### src/rtl/lifo_arbiter_pkg.sv
// Shared types for the LIFO arbiter: controller state and the
// classification of the response being returned to a requester.
package lifo_arbiter_pkg;

    typedef enum logic {
        ST_IDLE   = 1'b0,
        ST_LOCKED = 1'b1
    } state_e;

    typedef enum logic [1:0] {
        RSP_NONE = 2'd0,
        RSP_OK   = 2'd1,
        RSP_OVF  = 2'd2,
        RSP_UDF  = 2'd3
    } rsp_e;

endpackage

### src/rtl/lifo_arbiter_rr_pick.sv
// Round-robin picker: first set bit of req_mask_i strictly after ptr_i,
// wrapping at N_REQ, returned as a one-hot grant and its index.
module rr_pick #(
    parameter int N_REQ = 4,
    parameter int IDX_W = 2
) (
    input  logic [N_REQ-1:0] req_mask_i,
    input  logic [IDX_W-1:0] ptr_i,
    output logic [N_REQ-1:0] gnt_o,
    output logic [IDX_W-1:0] idx_o,
    output logic             any_o
);

    logic [IDX_W:0]   sum;
    logic [IDX_W-1:0] cand;

    always_comb begin
        gnt_o = '0;
        idx_o = '0;
        any_o = 1'b0;
        sum   = '0;
        cand  = '0;
        for (int k = 1; k <= N_REQ; k++) begin
            // ptr + k never exceeds 2*N_REQ-1, so a single subtract wraps it
            sum = {1'b0, ptr_i} + (IDX_W+1)'(k);
            if (sum >= (IDX_W+1)'(N_REQ)) begin
                sum = sum - (IDX_W+1)'(N_REQ);
            end
            cand = sum[IDX_W-1:0];
            if (!any_o && req_mask_i[cand]) begin
                any_o       = 1'b1;
                gnt_o[cand] = 1'b1;
                idx_o       = cand;
            end
        end
    end

endmodule

### src/rtl/lifo_arbiter.sv
// Arbitrates N_REQ push/pop requesters onto one external FWFT stack with
// round-robin fairness, an exclusive lock mode and 1-cycle responses.
module lifo_arbiter
    import lifo_arbiter_pkg::*;
#(
    parameter  int N_REQ  = 4,
    parameter  int DATA_W = 32,
    parameter  int DEPTH  = 8,
    localparam int IDX_W  = $clog2(N_REQ)
) (
    input  logic                          clk,
    input  logic                          nrst,
    input  logic [N_REQ-1:0]              req_valid,
    input  logic [N_REQ-1:0]              req_push,
    input  logic [N_REQ-1:0]              req_lock,
    input  logic [N_REQ-1:0][DATA_W-1:0]  req_data,
    output logic [N_REQ-1:0]              req_ready,
    output logic [N_REQ-1:0]              rsp_valid,
    output logic                          rsp_err,
    output logic [DATA_W-1:0]             rsp_data,
    output logic                          lf_w_req,
    output logic                          lf_r_req,
    output logic [DATA_W-1:0]             lf_w_data,
    input  logic [DATA_W-1:0]             lf_r_data,
    input  logic                          lf_empty,
    input  logic                          lf_full,
    output logic                          locked,
    output logic [IDX_W-1:0]              lock_owner
);

    state_e            state_q, state_d;
    logic [IDX_W-1:0]  last_q, last_d;
    logic [IDX_W-1:0]  owner_q, owner_d;
    logic [N_REQ-1:0]  rsp_vld_q, rsp_vld_d;
    rsp_e              rsp_type_q, rsp_type_d;
    logic [DATA_W-1:0] rsp_data_q, rsp_data_d;

    logic [N_REQ-1:0]  owner_oh, cand, gnt;
    logic [IDX_W-1:0]  gnt_idx;
    logic              gnt_any, hs, op_push, ovf, udf;

    always_comb begin
        owner_oh          = '0;
        owner_oh[owner_q] = 1'b1;
    end

    // Reset gates the request mask so every combinational output is low in reset
    assign cand = ((state_q == ST_LOCKED) ? (req_valid & owner_oh) : req_valid)
                  & {N_REQ{nrst}};

    rr_pick #(
        .N_REQ (N_REQ),
        .IDX_W (IDX_W)
    ) u_rr_pick (
        .req_mask_i (cand),
        .ptr_i      (last_q),
        .gnt_o      (gnt),
        .idx_o      (gnt_idx),
        .any_o      (gnt_any)
    );

    assign hs        = gnt_any;
    assign req_ready = gnt;
    assign op_push   = req_push[gnt_idx];
    assign ovf       = hs &  op_push & lf_full;
    assign udf       = hs & ~op_push & lf_empty;
    assign lf_w_req  = hs &  op_push & ~lf_full;
    assign lf_r_req  = hs & ~op_push & ~lf_empty;
    assign lf_w_data = lf_w_req ? req_data[gnt_idx] : '0;

    always_comb begin
        state_d    = state_q;
        owner_d    = owner_q;
        last_d     = last_q;
        rsp_vld_d  = '0;
        rsp_type_d = RSP_NONE;
        rsp_data_d = '0;
        if (hs) begin
            last_d     = gnt_idx;
            rsp_vld_d  = gnt;
            rsp_type_d = ovf ? RSP_OVF : (udf ? RSP_UDF : RSP_OK);
            if (lf_r_req) begin
                rsp_data_d = lf_r_data;
            end
            unique case (state_q)
                ST_IDLE: begin
                    if (req_lock[gnt_idx]) begin
                        state_d = ST_LOCKED;
                        owner_d = gnt_idx;
                    end
                end
                ST_LOCKED: begin
                    // A failed owner transaction keeps the lock so it can retry
                    if (!req_lock[gnt_idx] && !ovf && !udf) begin
                        state_d = ST_IDLE;
                        owner_d = '0;
                    end
                end
                default: ;
            endcase
        end
    end

    always_ff @(posedge clk or negedge nrst) begin
        if (!nrst) begin
            state_q    <= ST_IDLE;
            last_q     <= IDX_W'(N_REQ - 1);
            owner_q    <= '0;
            rsp_vld_q  <= '0;
            rsp_type_q <= RSP_NONE;
            rsp_data_q <= '0;
        end else begin
            state_q    <= state_d;
            last_q     <= last_d;
            owner_q    <= owner_d;
            rsp_vld_q  <= rsp_vld_d;
            rsp_type_q <= rsp_type_d;
            rsp_data_q <= rsp_data_d;
        end
    end

    assign rsp_valid  = rsp_vld_q;
    assign rsp_err    = (rsp_type_q == RSP_OVF) || (rsp_type_q == RSP_UDF);
    assign rsp_data   = rsp_data_q;
    assign locked     = (state_q == ST_LOCKED);
    assign lock_owner = owner_q;

    a_depth_pow2: assert property (@(posedge clk)
        (DEPTH >= 2) && ((DEPTH & (DEPTH - 1)) == 0));
    a_no_dual_strobe: assert property (@(posedge clk) disable iff (!nrst)
        !(lf_w_req && lf_r_req));
    a_grant_onehot: assert property (@(posedge clk) disable iff (!nrst)
        $onehot0(req_ready) && ((req_ready & ~req_valid) == '0));

endmodule

### config.mk
export PLATFORM = sky130hd
export DESIGN_NAME = lifo_arbiter
export DESIGN_NICKNAME = d
export VERILOG_FILES = /design/src/rtl/lifo_arbiter_pkg.sv /design/src/rtl/lifo_arbiter_rr_pick.sv /design/src/rtl/lifo_arbiter.sv
export SDC_FILE = /design/constraint.sdc
export NUM_CORES = 1
export LEC_CHECK = 0
export CORE_ASPECT_RATIO = 0.6
export CORE_UTILIZATION = 30
export CTS_CLUSTER_SIZE = 24
export DETAILED_ROUTE_END_ITERATION = 12
export GPL_TIMING_DRIVEN = 0
export PLACE_DENSITY = 0.77
export SLEW_MARGIN = 0
export SYNTH_ARGS = -nofsm -noshare
export SYNTH_HDL_FRONTEND = slang
export SYNTH_HIERARCHICAL = 1
export SYNTH_SLANG_ARGS = --single-unit
### constraint.sdc
create_clock -name clk -period 3.16 [get_ports clk]
set_input_delay 0.474 -clock clk [delete_from_list [all_inputs] [get_ports clk]]
set_output_delay 0.474 -clock clk [all_outputs]
set_load 0.01 [all_outputs]
==> results.yml <==
synthesis:
  yosys.cell_count.top_type: "sky130_fd_sc_hd__dfrtp_1"
  netlist.area_leader.share_pct: 32.7
  area_contributors_post_synth: "sky130_fd_sc_hd__dfrtp_1, sky130_fd_sc_hd__mux4_2, sky130_fd_sc_hd__and2_1"
  ys_dominant_reg_cell: "sky130_fd_sc_hd__dfrtp_1"
  net_count_of_the_mapped_netlist: 445
  synth_largest_area_cell: "sky130_fd_sc_hd__dfrtp_1"
  synth_edf_count: 0
  ys_types: 46
  avgSynthCellArea_um2: 11.7
  synthTopCellsByCount: "sky130_fd_sc_hd__dfrtp_1, sky130_fd_sc_hd__and2_1, sky130_fd_sc_hd__nor2b_1"
  yosys_register_bits: 42
  post_synth_instance_area_um2: 3060
  synth_sequential_area_ratio_pct: 34.5
  ys_warn_count: 6
  async_flop_share_pct: 100
  synthCells: 261
timing:
  post-route-min-period_ns: 3.92
  maxSlewViolCount: 0
  finalClockSkew_ns: 0.00734
  finalSetupViolCount: 69
  final.setup.worst_slack_ns: -0.759
  worst_slew_margin_rel_pct: 71.8
  max_freq_ghz: 0.255
  grt_setup_unrepaired: "true"
  report.final.hold_viol_count: 0
  tightestPinTransition_ns: 0.411
  finalCritPeriodShare_pct: 124
detailed_routing:
  via_count: 3438
  avg_vias_per_cell: 4.86
  drt_drc_violations_left: 0
  drt-wirelength-per-cell_um: 19.0
  antenna_violating_nets_post_route: 0
  totalWireLength_mm: 13.5
  drt_iter0_drc: 121
  drt_pass_1_iters: 4
placement:
  post_dp_cell_area_um2: 5880
  place.gp.congestion: 0.858
  detailedPlacementHpwl_mm: 10.1
  portBuffers: 253
clocking:
  clock_insertion_delay_worst_skew_ns: 0.29
  h-tree-depth: 2
  tritoncts_sinks: 42
  tritoncts_clock_tree: "built"
  clock_transition_at_the_registers_of_the_reported_paths_ns: 0.06
  cts_buffers: 5
  ctsLongestPathBuffers: 2
  clock_tree.root_cell: "sky130_fd_sc_hd__clkbuf_16"
final_layout:
  finalInstanceArea_um2: 6680
  area.growth.synth_to_final_pct: 119
  final-seq-area_um2: 1060
  antenna_diodes: 0
  layout-drive-gt1-share_pct: 35.1
  footprint_of_the_multi_input_gates_um2: 2050
  fill_cells: 731
  finish.net_count: 755
outcome:
  run_status: "finished, violations left"
  violations: "negative setup slack"
die:
  dieArea_um2: 10600
  fp-row-count: 28
  vertical_extent_of_the_die_um: 80.2
  placeableCoreArea_um2: 9880
  die_x_um: 132
  ioPinCount: 254
  floorplan.initialDensity_pct: 30.9
global_route:
  grt_start_max_net_pins: 22
  grt_pass1_vias: 3551
  antenna_found_initial: 0
  grt.total_usage_pct: 25.6
  grt_pass1_wl_mm: 20.2
  grt.overflow.total: 0
critical_path:
  critical_path_end_type: "output port"
  highest_fanout_seen_on_the_critical_path: 8
  r2r_slack_ns: -0.24
  r2r_start: "lock_owner[1]"
  type_of_the_worst_setup_path: "in2out"
  nature_of_the_critical_path_startpoint: "input port"
  critical_path_arrival_ns: 3.44
  timing.reg2reg.worst_path_depth: 17
  timing.critical_path.required_ns: 2.69
  timing.rr.end: "rsp_data[29]"
worst_hold_path:
  worst_hold_path_type: "in2async"
power:
  ir_worst_vdd_mv: 0.376
  report.power.total_uw: 5250
  power_leakage_uw: 0.00285
  power_density_nw_per_um2: 786
job:
  max-cap-violations: 0
worst max-delay path: stages:
cell and delay, ns:
sky130_fd_sc_hd__clkdlybuf4s50_1 0.47, sky130_fd_sc_hd__nand2_1 0.10, sky130_fd_sc_hd__a21oi_4 0.25, sky130_fd_sc_hd__nand2b_1 0.14, sky130_fd_sc_hd__nor4_2 0.18, sky130_fd_sc_hd__a21oi_2 0.07
sky130_fd_sc_hd__o22ai_2 0.23, sky130_fd_sc_hd__o31a_1 0.24, sky130_fd_sc_hd__mux4_2 0.57, sky130_fd_sc_hd__nand3b_1 0.13, sky130_fd_sc_hd__buf_6 0.18, sky130_fd_sc_hd__buf_8 0.15
sky130_fd_sc_hd__buf_6 0.11, sky130_fd_sc_hd__nor2b_4 0.04, sky130_fd_sc_hd__buf_6 0.11
report_power, final:
part	internal (µW)	switching [µW]	leakage [µW]
Sequential	672	55.5	0.000561
Combinational	2360	1570	0.00221
Clock	375	230	0.0000842
cells in the final DEF, fill, tap and decap left out, types with 3 or more instances in the layout:
master	instances
sky130_fd_sc_hd__clkdlybuf4s50_1	212
sky130_fd_sc_hd__buf_6	38
sky130_fd_sc_hd__dfrtp_1	38
sky130_fd_sc_hd__mux4_2	34
sky130_fd_sc_hd__nor2b_1	26
sky130_fd_sc_hd__buf_4	25
sky130_fd_sc_hd__buf_2	22
sky130_fd_sc_hd__and2_1	18
sky130_fd_sc_hd__and2_4	18
sky130_fd_sc_hd__nand2_1	18
sky130_fd_sc_hd__nor2b_4	10
sky130_fd_sc_hd__ha_1	8
sky130_fd_sc_hd__buf_12	6
sky130_fd_sc_hd__clkbuf_2	5
sky130_fd_sc_hd__o21ai_1	5
sky130_fd_sc_hd__clkbuf_16	5
sky130_fd_sc_hd__buf_8	4
sky130_fd_sc_hd__mux2_2	4
sky130_fd_sc_hd__inv_1	4
sky130_fd_sc_hd__dlygate4sd2_1	4
sky130_fd_sc_hd__nor2_1	4
sky130_fd_sc_hd__a221o_1	4
sky130_fd_sc_hd__and3_1	3
sky130_fd_sc_hd__o21ai_0	3
sky130_fd_sc_hd__mux2i_1	3
registers in the layout, indices dropped and copies added, names as in the netlist:
| signal | flops |
|---|---|
| rsp_type_q | 1 |
| locked | 1 |
| rsp_valid | 4 |
| rsp_data | 32 |
| last_q | 2 |
| lock_owner | 2 |
layout make-up:
cell class,count,area share [%]
multi-input cells,192,30.7
clock buffers,5,1.87
inverters,7,0.431
clock inverters,3,0.655
flip-flops and latches,42,15.8
repair buffers,307,45.7
well taps,135,2.53
plain buffers,16,2.32
kinds of logic (layout without fill, tap and decap cells):
| group | count (synthesis) | count (layout) | synth area share [%] |
|---|---|---|---|
| AND/OR/NAND/NOR | 109 | 109 | 20.7 |
| multiplexers | 43 | 43 | 28.6 |
| flip-flops | 42 | 42 | 34.5 |
| AO/OA/AOI/OAI | 32 | 32 | 8.11 |
| buffers and inverters | 27 | 338 | 4.87 |
| adder cells (fa/ha/maj) | 8 | 8 | 3.27 |
routing by layer:
| metal | share of wire (%) | global-route usage [%] | up-vias | wire length, µm |
|---|---|---|---|---|
| li1 | - | - | 1570 | - |
| met4 | 1.8 | 7.13 | 0 | 246 |
| met5 | 0 | 0 | - | 0 |
| met3 | 7.5 | 8.27 | 24 | 1010 |
| met1 | 42 | 31.8 | 1684 | 5650 |
| met2 | 49 | 42.9 | 160 | 6540 |
how the worst max path moves through the flow:
stage	cells after the start	slack (ns)	endpoint	start
2_1_floorplan	13	-0.19	lf_w_data[10]	lock_owner[1]
3_3_place_gp	13	-3.16	lf_w_data[18]	nrst
3_5_place_dp	14	-1.64	lf_w_data[14]	nrst
4_1_cts	18	-0.85	lf_w_data[16]	lock_owner[1]
5_1_grt	16	-0.89	lf_w_data[16]	lock_owner[1]
6_report	15	-0.76	lf_w_data[16]	req_valid[1]
through the flow:
step	worst slack (ns)	cells	hold slack [ns]	util (%)	TNS, ns
floorplan	-0.188	261	0.178	-	-5.84
global route	-0.889	707	0.140	67.6	-39.33
CTS	-0.849	705	0.140	66.8	-25.79
finish	-0.759	707	0.145	67.6	-29.07
detailed placement	-1.64	650	0.308	59.5	-80.00
global placement	-3.16	649	0.579	59.3	-202.32
repair_timing:
item,CTS,global route
resized for setup,199,45
pin swaps,28,13
hold buffers,2,0
setup buffers,38,10
setup endpoints to repair,74,74
cloned,9,0
endpoints found under the hold margin,2,0
Power figures use the tool's default switching activity.
